[src/rtl/pixel_arith_pipe.sv]
// Two-stage per-channel pixel arithmetic (saturating/bitwise ops against a frame-constant operand).
// Optional: define PIXEL_ARITH_SAT_CNT_EN to add the per-frame clamp counter output sat_count.
module pixel_arith_pipe #(
  parameter int DW  = 8,
  parameter int NCH = 3
) (
  input  logic              clk,
  input  logic              rst_n,
  input  logic              enable,
  input  logic [3:0]        cfg_op,
  input  logic [DW-1:0]     cfg_value,
  input  logic              in_valid,
  output logic              in_ready,
  input  logic              in_sof,
  input  logic [NCH*DW-1:0] in_data,
  output logic              out_valid,
  input  logic              out_ready,
  output logic              out_sof,
  output logic [NCH*DW-1:0] out_data,
  output logic [NCH-1:0]    out_sat,
  output logic              busy
`ifdef PIXEL_ARITH_SAT_CNT_EN
  ,
  output logic [31:0]       sat_count
`endif
);

  typedef enum logic [3:0] {
    OP_ADD     = 4'd0,
    OP_SUB     = 4'd1,
    OP_MUL     = 4'd2,
    OP_SHR     = 4'd3,
    OP_AND     = 4'd4,
    OP_OR      = 4'd5,
    OP_NOT     = 4'd6,
    OP_ABSDIFF = 4'd7,
    OP_THRESH  = 4'd8,
    OP_PASS    = 4'd15
  } op_e;

  op_e                r_act_op;
  logic [DW-1:0]      r_act_val;
  logic               r_s1_valid;
  logic               r_s1_sof;
  logic [NCH*DW-1:0]  r_s1_data;
  op_e                r_s1_op;
  logic [DW-1:0]      r_s1_val;
  logic               r_s2_valid;
  logic               r_s2_sof;
  logic [NCH*DW-1:0]  r_s2_data;
  logic [NCH-1:0]     r_s2_sat;

  logic               w_s1_ready;
  logic               w_s2_ready;
  logic               w_cfg_load;
  op_e                w_new_op;
  op_e                w_beat_op;
  logic [DW-1:0]      w_beat_val;
  logic [NCH*DW-1:0]  w_res;
  logic [NCH-1:0]     w_sat;

  // Returns {clamped, result} for one channel.
  function automatic logic [DW:0] f_calc(input op_e op, input logic [DW-1:0] x,
                                         input logic [DW-1:0] v);
    logic [DW:0]      sum;
    logic [2*DW-1:0]  prod;
    logic [DW-1:0]    r;
    logic             s;
    sum  = {1'b0, x} + {1'b0, v};
    prod = {{DW{1'b0}}, x} * {{DW{1'b0}}, v};
    r    = x;
    s    = 1'b0;
    case (op)
      OP_ADD:     begin s = sum[DW];               r = s ? '1 : sum[DW-1:0];  end
      OP_SUB:     begin s = (x < v);               r = s ? '0 : x - v;        end
      OP_MUL:     begin s = |prod[2*DW-1:DW];      r = s ? '1 : prod[DW-1:0]; end
      OP_SHR:     r = (int'(v) >= DW) ? '0 : x >> v;
      OP_AND:     r = x & v;
      OP_OR:      r = x | v;
      OP_NOT:     r = ~x;
      OP_ABSDIFF: r = (x >= v) ? x - v : v - x;
      OP_THRESH:  r = (x >= v) ? '1 : '0;
      default:    r = x;
    endcase
    return {s, r};
  endfunction

  assign w_s2_ready = !r_s2_valid | out_ready;
  assign w_s1_ready = !r_s1_valid | w_s2_ready;
  assign in_ready   = w_s1_ready;
  assign w_cfg_load = in_valid & w_s1_ready & in_sof;
  assign w_new_op   = (enable && cfg_op <= 4'd8) ? op_e'(cfg_op) : OP_PASS;
  // The SOF beat itself already uses the freshly loaded configuration.
  assign w_beat_op  = w_cfg_load ? w_new_op  : r_act_op;
  assign w_beat_val = w_cfg_load ? cfg_value : r_act_val;

  always_comb begin
    w_res = '0;
    w_sat = '0;
    for (int unsigned c = 0; c < NCH; c++) begin
      {w_sat[c], w_res[c*DW +: DW]} = f_calc(r_s1_op, r_s1_data[c*DW +: DW], r_s1_val);
    end
  end

  always_ff @(posedge clk or negedge rst_n) begin
    if (!rst_n) begin
      r_act_op   <= OP_PASS;
      r_act_val  <= '0;
      r_s1_valid <= 1'b0;
      r_s1_sof   <= 1'b0;
      r_s1_data  <= '0;
      r_s1_op    <= OP_PASS;
      r_s1_val   <= '0;
      r_s2_valid <= 1'b0;
      r_s2_sof   <= 1'b0;
      r_s2_data  <= '0;
      r_s2_sat   <= '0;
    end else begin
      if (w_cfg_load) begin
        r_act_op  <= w_new_op;
        r_act_val <= cfg_value;
      end
      if (w_s1_ready) begin
        r_s1_valid <= in_valid;
        if (in_valid) begin
          r_s1_sof  <= in_sof;
          r_s1_data <= in_data;
          r_s1_op   <= w_beat_op;
          r_s1_val  <= w_beat_val;
        end
      end
      if (w_s2_ready) begin
        r_s2_valid <= r_s1_valid;
        if (r_s1_valid) begin
          r_s2_sof  <= r_s1_sof;
          r_s2_data <= w_res;
          r_s2_sat  <= w_sat;
        end
      end
    end
  end

  assign out_valid = r_s2_valid;
  assign out_sof   = r_s2_sof;
  assign out_data  = r_s2_data;
  assign out_sat   = r_s2_sat;
  assign busy      = r_s1_valid | r_s2_valid;

`ifdef PIXEL_ARITH_SAT_CNT_EN
  logic [31:0] r_sat_cnt;
  logic [31:0] w_pop;
  logic [32:0] w_cnt_sum;

  always_comb begin
    w_pop = '0;
    for (int unsigned c = 0; c < NCH; c++) begin
      w_pop = w_pop + 32'(r_s2_sat[c]);
    end
    w_cnt_sum = {1'b0, r_sat_cnt} + {1'b0, w_pop};
  end

  always_ff @(posedge clk or negedge rst_n) begin
    if (!rst_n) begin
      r_sat_cnt <= '0;
    end else if (r_s2_valid && out_ready) begin
      if (r_s2_sof) r_sat_cnt <= w_pop;
      else          r_sat_cnt <= w_cnt_sum[32] ? '1 : w_cnt_sum[31:0];
    end
  end

  assign sat_count = r_sat_cnt;
`endif

endmodule
[config.mk]
export PLATFORM = sky130hd
export DESIGN_NAME = pixel_arith_pipe
export DESIGN_NICKNAME = d
export VERILOG_FILES = /design/src/rtl/pixel_arith_pipe.sv
export SDC_FILE = /design/constraint.sdc
export NUM_CORES = 1
export LEC_CHECK = 0
export ABC_AREA = 1
export CORE_UTILIZATION = 30
export CTS_CLUSTER_SIZE = 8
export DETAILED_ROUTE_END_ITERATION = 10
export GPL_ROUTABILITY_DRIVEN = 0
export MAX_ROUTING_LAYER = met4
export PLACE_DENSITY = 0.5
export SLEW_MARGIN = 20
export SYNTH_ARGS = -nofsm -noshare
export SYNTH_HDL_FRONTEND = slang
export SYNTH_SLANG_ARGS = --single-unit
[constraint.sdc]
create_clock -name clk -period 6.2 [get_ports clk]
set_input_delay 0.62 -clock clk [delete_from_list [all_inputs] [get_ports clk]]
set_output_delay 0.62 -clock clk [all_outputs]
set_load 0.05 [all_outputs]
==> flow_summary_export.csv, run 1 <==
group,metric,value,unit
run_status,status,"finished, final reports clean",
cells_and_area,diodes,0,
pwr,peakVddDrop,0.0001525,V
min_path,min_path_type,"input pin to asynchronous set/reset pin",
clock_network,cts_tree,"yes",
clock_network,clkSinkCount,79,
yosys,netlist_top_cells_count,"nand2_1, inv_1, ha_1",
global_routing,grt_pass1_vias,16280,
cells_and_area,nets,2944,
setup_path,critPathKind,"flip-flop to flip-flop",
clock_network,post-cts-setup-buffers,0,
place,port_buffers,72,
die,die_x,233.8,um
routing,first_iter_violations,1229,
die,fp.dieH,233.8,um
timing,grt_setup_unrepaired,"no",
pwr,internal_power,2.639,mW
yosys,yosysMostFrequentCell,"nand2_1",
setup_path,r2r-end,"out_sat[2]$_DFFE_PN0P_",
setup_path,r2r_start,"r_s1_val[3]$_DFFE_PN0P_",
die,die_area,0.05465,mm^2
clock_network,cts_max_level,3,
routing,post_drt_via_cell_ratio,4.942,
global_routing,grt_usage,21.75,%
routing,dr.pass1.iters,8,
clock_network,hold_buffers,0,
routing,drc,0,
yosys,syn_nets,2927,
clock_network,cts.path.max_buffers,2,
clock_network,insertion_delay,0.37,ns
routing,vias,16200,
setup_path,cp_slowest_stage_delay,0.90,ns
die,rows,84,
timing,finClkSkew,0.01331,ns
setup_path,worst_setup_path_start_kind,"flip-flop",
routing,totalWireLength,56560,um
pwr,pwr-share-comb,78.1,%
clock_network,clockRootBuffer,"clkbuf_16",
place,dp_hpwl,44970,um
global_routing,grt_overflow_total,0,
yosys,async_reset_ff_share,100.0,%
setup_path,ff2ff_path_depth,24,
yosys,synth_area_per_cell,6.278,um^2
die,ios,73,
pwr,netSwitchingPower,3.817,mW
cells_and_area,area_growth,10.21,%
yosys,syn-cell-area,0.01612,mm^2
clock_network,clk_pin_slew,0.07,ns
yosys,yosysWarnings,0,
setup_path,required,6.46,ns
cells_and_area,drive_gt1_share,3.785,%
pwr,power.density,363.5,mW/mm^2
setup_path,critPathMaxFanout,19,
setup_path,cpMostUsedCell,"nand2_1",
yosys,synth_cell_type_count,43,
global_routing,grt_max_degree,74,
timing,period_share,85.17,%
yosys,yosys.area.top_type,"nand2_1",
timing,fmax,189.4,MHz
yosys,ys_ff_latch,79,
timing,fin_tns_setup,0,ns
setup_path,reg2reg_slack,0.92,ns
yosys,yosysTopAreaCellShare,20.24,%
setup_path,crit_arrival,5.54,ns
setup_path,worstPathCellList,"ha_1 -> inv_1 -> fa_1 -> inv_1 -> fa_1 -> fa_1 -> inv_1 -> fa_1 -> inv_1 -> ha_1 -> nand2_1 -> inv_1 -> nand2_1 -> nand2_1 -> nand2_1 -> nand3_1 -> nand2_1 -> nand2_1 -> nor2_1 -> nand3_1 -> nand2_1 -> nand3_1 -> nand2_1 -> nand2_1",
routing,postRouteAntennaNets,0,
setup_path,critPathSlowestCell,"dfrtp_1",
timing,worst_slew_pin_slew,1.109,ns
die,initial_utilization,30.49,%
pwr,swShare,59.13,%
timing,finalCriticalPeriod,5.281,ns
clock_network,ctsResizeCount,0,
timing,finalHoldViolCount,0,
global_routing,antenna_found_initial,0,
routing,wl_per_cell,17.26,um
timing,slew_violations,0,
yosys,synth_area_leaders,"nand2_1, ha_1, fa_1",
die,core_area,0.05287,mm^2
yosys,synthesis.instances,2567,
cells_and_area,final_cell_area,0.01776,mm^2
timing,setup_viol,0,
pwr,clkPwrFrac,8.3,%
pwr,leakagePower,10.30,nW
place,dpl-instance-area,0.01748,mm^2
setup_path,end_kind,"flip-flop",
global_routing,grt_pass1_wl,89250,um
pwr,p_seq_share,13.6,%
yosys,synth_edf_count,0,
run,cap_violations,0,
yosys,synth_top_flop_cell,"dfrtp_1",
timing,max-slew-margin-rel,25.97,%
clock_network,cts_inserted_buffers,9,
yosys,ys_seq_area_share,12.33,%
## power groups by stage
stage	registers, mW	clock network, mW	logic [mW]
detailed placement	0.885	0	5.00
global placement	0.884	0	4.98
floorplan	1.06	0	3.41
global route	0.894	0.571	5.73
finish	0.877	0.538	5.04
CTS	0.877	0.555	5.03
## state kept, by name (all words and copies together), names as in the netlist
name,cells
r_s1_valid,1
r_s1_op,4
r_act_op,4
r_s1_val,8
out_sof,1
out_data,24
r_act_val,8
r_s1_sof,1
r_s1_data,24
out_sat,3
out_valid,1
## cell type report
class                   instances  area, um^2
fillers                      5838       35100
multi-input cells            1894       11820
flip-flops and latches         79        1987
inverters                     502        1884
repair buffers                 98       925.9
well taps                     688       860.8
clock buffers                   9       225.2
clock inverters                 7       55.05
## worst max-delay path by stage
| stage | slack [ns] | start | to |
|---|---|---|---|
| 6_report | 0.92 | r_s1_val[3]$_DFFE_PN0P_ | out_sat[2]$_DFFE_PN0P_ |
| 5_1_grt | 0.58 | r_s1_val[3]$_DFFE_PN0P_ | out_sat[2]$_DFFE_PN0P_ |
| 4_1_cts | 0.91 | r_s1_val[3]$_DFFE_PN0P_ | out_sat[2]$_DFFE_PN0P_ |
| 3_5_place_dp | 0.93 | r_s1_val[3]$_DFFE_PN0P_ | out_sat[0]$_DFFE_PN0P_ |
| 3_3_place_gp | 0.99 | r_s1_val[6]$_DFFE_PN0P_ | out_sat[1]$_DFFE_PN0P_ |
| 2_1_floorplan | 1.66 | r_s1_val[2]$_DFFE_PN0P_ | out_sat[1]$_DFFE_PN0P_ |
## cells in the final DEF, fill, tap and decap left out, types with 5 or more instances in the layout
cell	instances
clkdlybuf4s50_1	71
o21ai_0	126
clkbuf_16	9
dfstp_2	8
nand3_1	177
inv_1	487
dfrtp_1	71
o21ai_1	7
a21oi_1	71
inv_2	13
o21bai_1	7
xor2_1	21
o211ai_1	6
nand2_2	8
nand3b_1	22
buf_4	26
nor2_2	12
nand4_1	42
o21a_1	5
nor2_1	160
fa_1	117
ha_1	201
o22ai_1	5
nand2_1	869
## metal layers
| metal | vias to the layer above | GRT usage, % | wire [um] |
|---|---|---|---|
| met5 | - | - | 0 |
| met4 | 0 | 7.407 | 1938 |
| met3 | 116 | 3.161 | 3587 |
| met2 | 529 | 35.49 | 26430 |
| met1 | 7668 | 27.38 | 24600 |
| li1 | 7883 | - | - |
## metrics by stage
step | instances | setup WS (ns) | total power [mW] | hold WS, ns | util (%)
floorplan | 2567 | 1.661 | 4.468 | 0.3244 | -
global placement | 3261 | 0.9896 | 5.861 | 0.4675 | 33.07
detailed placement | 3261 | 0.9282 | 5.883 | 0.4676 | 33.07
CTS | 3277 | 0.9145 | 6.467 | 0.1041 | 33.60
global route | 3277 | 0.5830 | 7.196 | 0.1110 | 33.60
finish | 3277 | 0.9193 | 6.456 | 0.1135 | 33.60
## critical path, delay by kind of cell (launching register included)
kind	cells	cell delay, ns
buffers and inverters	5	0.32
flip-flops	1	0.90
AND/OR/NAND/NOR	13	1.44
adder cells (fa/ha/maj)	6	2.49
## logic make-up after synthesis
kind of cell    synth area share (%)
flops                          12.33
compound gates                 7.888
buf+inv                        14.32
simple gates                   33.96
xor+xnor                       1.359
fa+ha+maj                      30.14
(Power assumes the default switching activity.)
==> run 2, diff against run 1 <==
- CORE_MARGIN: default -> 4
==> run 2 against run 1 <==
  * Maximum frequency decreased by 2.4%
  * First-iteration DRC count increased by 3.7%
  * Worst setup slack got worse by 0.13 ns
  * Sequential power increased by 3.4%
  * Die area increased by 5.2%
  * Non-clock buffer count increased by 6
  * Sequential share of layout area about the same
  * Register-to-register slack got worse by 0.13 ns
  * Utilization increased by 0.092 points
  * Clock skew increased by 0.0013 ns
  * Combinational power increased by 0.8%
  * Count of clock-buffer cells in the layout increased by 1
  * Critical path type unchanged
  * Largest cell class unchanged
  * Largest power group unchanged
==> flow_summary_export.csv, run 2 (same netlist as run 1, synthesis figures left out) <==
group,metric,value,unit
clock_network,clk_pin_slew,0.08,ns
setup_path,end_kind,"flip-flop",
setup_path,worstPathCellList,"buf_4 -> nand2_1 -> fa_1 -> fa_1 -> fa_1 -> fa_1 -> inv_1 -> ha_1 -> nand2_1 -> nor2_1 -> nand3_1 -> nand4_1 -> nand2_1 -> nor2_1 -> nand3_1 -> nand2_1 -> nand3_1 -> nand2_1 -> nand2_1",
pwr,leakagePower,10.34,nW
timing,fin_tns_setup,0,ns
setup_path,crit_arrival,5.67,ns
setup_path,reg2reg_slack,0.79,ns
clock_network,ctsResizeCount,0,
cells_and_area,final_cell_area,0.01781,mm^2
cells_and_area,fill_cells,5812,
routing,totalWireLength,58090,um
cells_and_area,multi_input_area,0.01182,mm^2
run_status,status,"finished, final reports clean",
min_path,min_path_type,"input pin to asynchronous set/reset pin",
cells_and_area,drive_gt1_share,3.969,%
routing,wl_per_cell,17.70,um
clock_network,cts.path.max_buffers,2,
setup_path,worst_setup_path_start_kind,"flip-flop",
routing,vias,16420,
timing,setup_slack,0.7873,ns
setup_path,r2r_start,"r_s1_val[3]$_DFFE_PN0P_",
setup_path,cp_slowest_stage_delay,0.97,ns
clock_network,insertion_delay,0.38,ns
timing,period_share,87.30,%
setup_path,cpMostUsedCell,"nand2_1",
routing,dr.pass1.iters,7,
die,initial_utilization,30.49,%
cells_and_area,diodes,0,
global_routing,grt_usage,20.74,%
setup_path,critPathMaxFanout,18,
clock_network,clockRootBuffer,"clkbuf_16",
global_routing,grt_overflow_total,0,
clock_network,clkSinkCount,79,
die,rows,84,
run,cap_violations,0,
die,fp.dieH,239.8,um
routing,first_iter_violations,1274,
routing,postRouteAntennaNets,0,
timing,setup_viol,0,
global_routing,grt_pass1_wl,91420,um
die,core_area,0.05287,mm^2
cells_and_area,ff_latch_area,0.001988,mm^2
setup_path,required,6.46,ns
timing,grt_setup_unrepaired,"no",
place,dp_slack,0.8314,ns
timing,worst_slew_pin_slew,1.127,ns
cells_and_area,final_common_cell,"nand2_1",
routing,drc,0,
routing,post_drt_via_cell_ratio,5.002,
timing,fmax,184.8,MHz
global_routing,antenna_found_initial,0,
setup_path,crit_buf_inv,2,
clock_network,cts_inserted_buffers,9,
pwr,power.density,368.6,mW/mm^2
cells_and_area,final_cell_mix,"nand2_1, inv_1, ha_1",
cells_and_area,area_growth,10.51,%
timing,finalHoldViolCount,0,
place,dp_hpwl,45680,um
clock_network,cts_tree,"yes",
setup_path,crit_family,"adder cells",
place,dpl-instance-area,0.01751,mm^2
die,ios,73,
die,die_area,0.05749,mm^2
die,die_x,239.8,um
timing,slew_violations,0,
cells_and_area,final_util,33.69,%
clock_network,hold_buffers,0,
global_routing,grt_max_degree,74,
place,port_buffers,72,
cells_and_area,nets,2950,
clock_network,post-cts-setup-buffers,0,
pwr,peakVddDrop,0.0001884,V
setup_path,critPathKind,"flip-flop to flip-flop",
setup_path,critPathLaunch,"r_s1_val[3]$_DFFE_PN0P_",
timing,max-slew-margin-rel,24.88,%
global_routing,grt_pass1_vias,16330,
timing,finalCriticalPeriod,5.413,ns
setup_path,critPathSlowestCell,"dfrtp_1",
timing,finClkSkew,0.01466,ns
clock_network,cts_max_level,3,
-- run 2: layer usage --
| metal | part of all wire, % | GRT usage [%] | vias up |
|---|---|---|---|
| met1 | 44 | 26.68 | 7756 |
| li1 | - | - | 7887 |
| met4 | 3.6 | 6.139 | 0 |
| met2 | 47 | 33.97 | 631 |
| met5 | 0 | - | - |
| met3 | 6.0 | 3.040 | 148 |
-- run 2: worst paths after layout --
| check | cells past startpoint | endpoint |
|---|---|---|
| max in group asynchronous | 2 | r_s1_val[6]$_DFFE_PN0P_ |
| hold reg to reg | 2 | r_act_val[1]$_DFF_PN0_ |
| setup reg to reg | 19 | out_sat[0]$_DFFE_PN0P_ |
| min in group clk | 2 | r_act_val[1]$_DFF_PN0_ |
| hold / removal | 1 | r_s1_data[4]$_DFFE_PN0P_ |
| setup / recovery | 19 | out_sat[0]$_DFFE_PN0P_ |
-- run 2: final cells by class --
type,instances,share of cell area [%]
well taps,688,4.833
inverters,502,10.58
clock inverters,6,0.3864
clock buffers,10,1.286
multi-input cells,1894,66.37
repair buffers,104,5.381
flip-flops and latches,79,11.16
-- run 2: where the power goes --
part           internal (mW)  total [mW]  switching [mW]  leakage, nW
Sequential             0.656       0.907           0.252        0.965
Clock                  0.315       0.582           0.268        0.143
Combinational           1.72        5.08            3.35         9.23
-- run 2: metrics by stage --
stage | hold WS [ns] | std cells | power (mW)
after floorplan | 0.3244 | 2567 | 4.468
after global placement | 0.4644 | 3267 | 5.906
after detailed placement | 0.4659 | 3267 | 5.937
after CTS | 0.08734 | 3283 | 6.562
after global routing | 0.09378 | 3283 | 7.276
final | 0.09678 | 3283 | 6.565
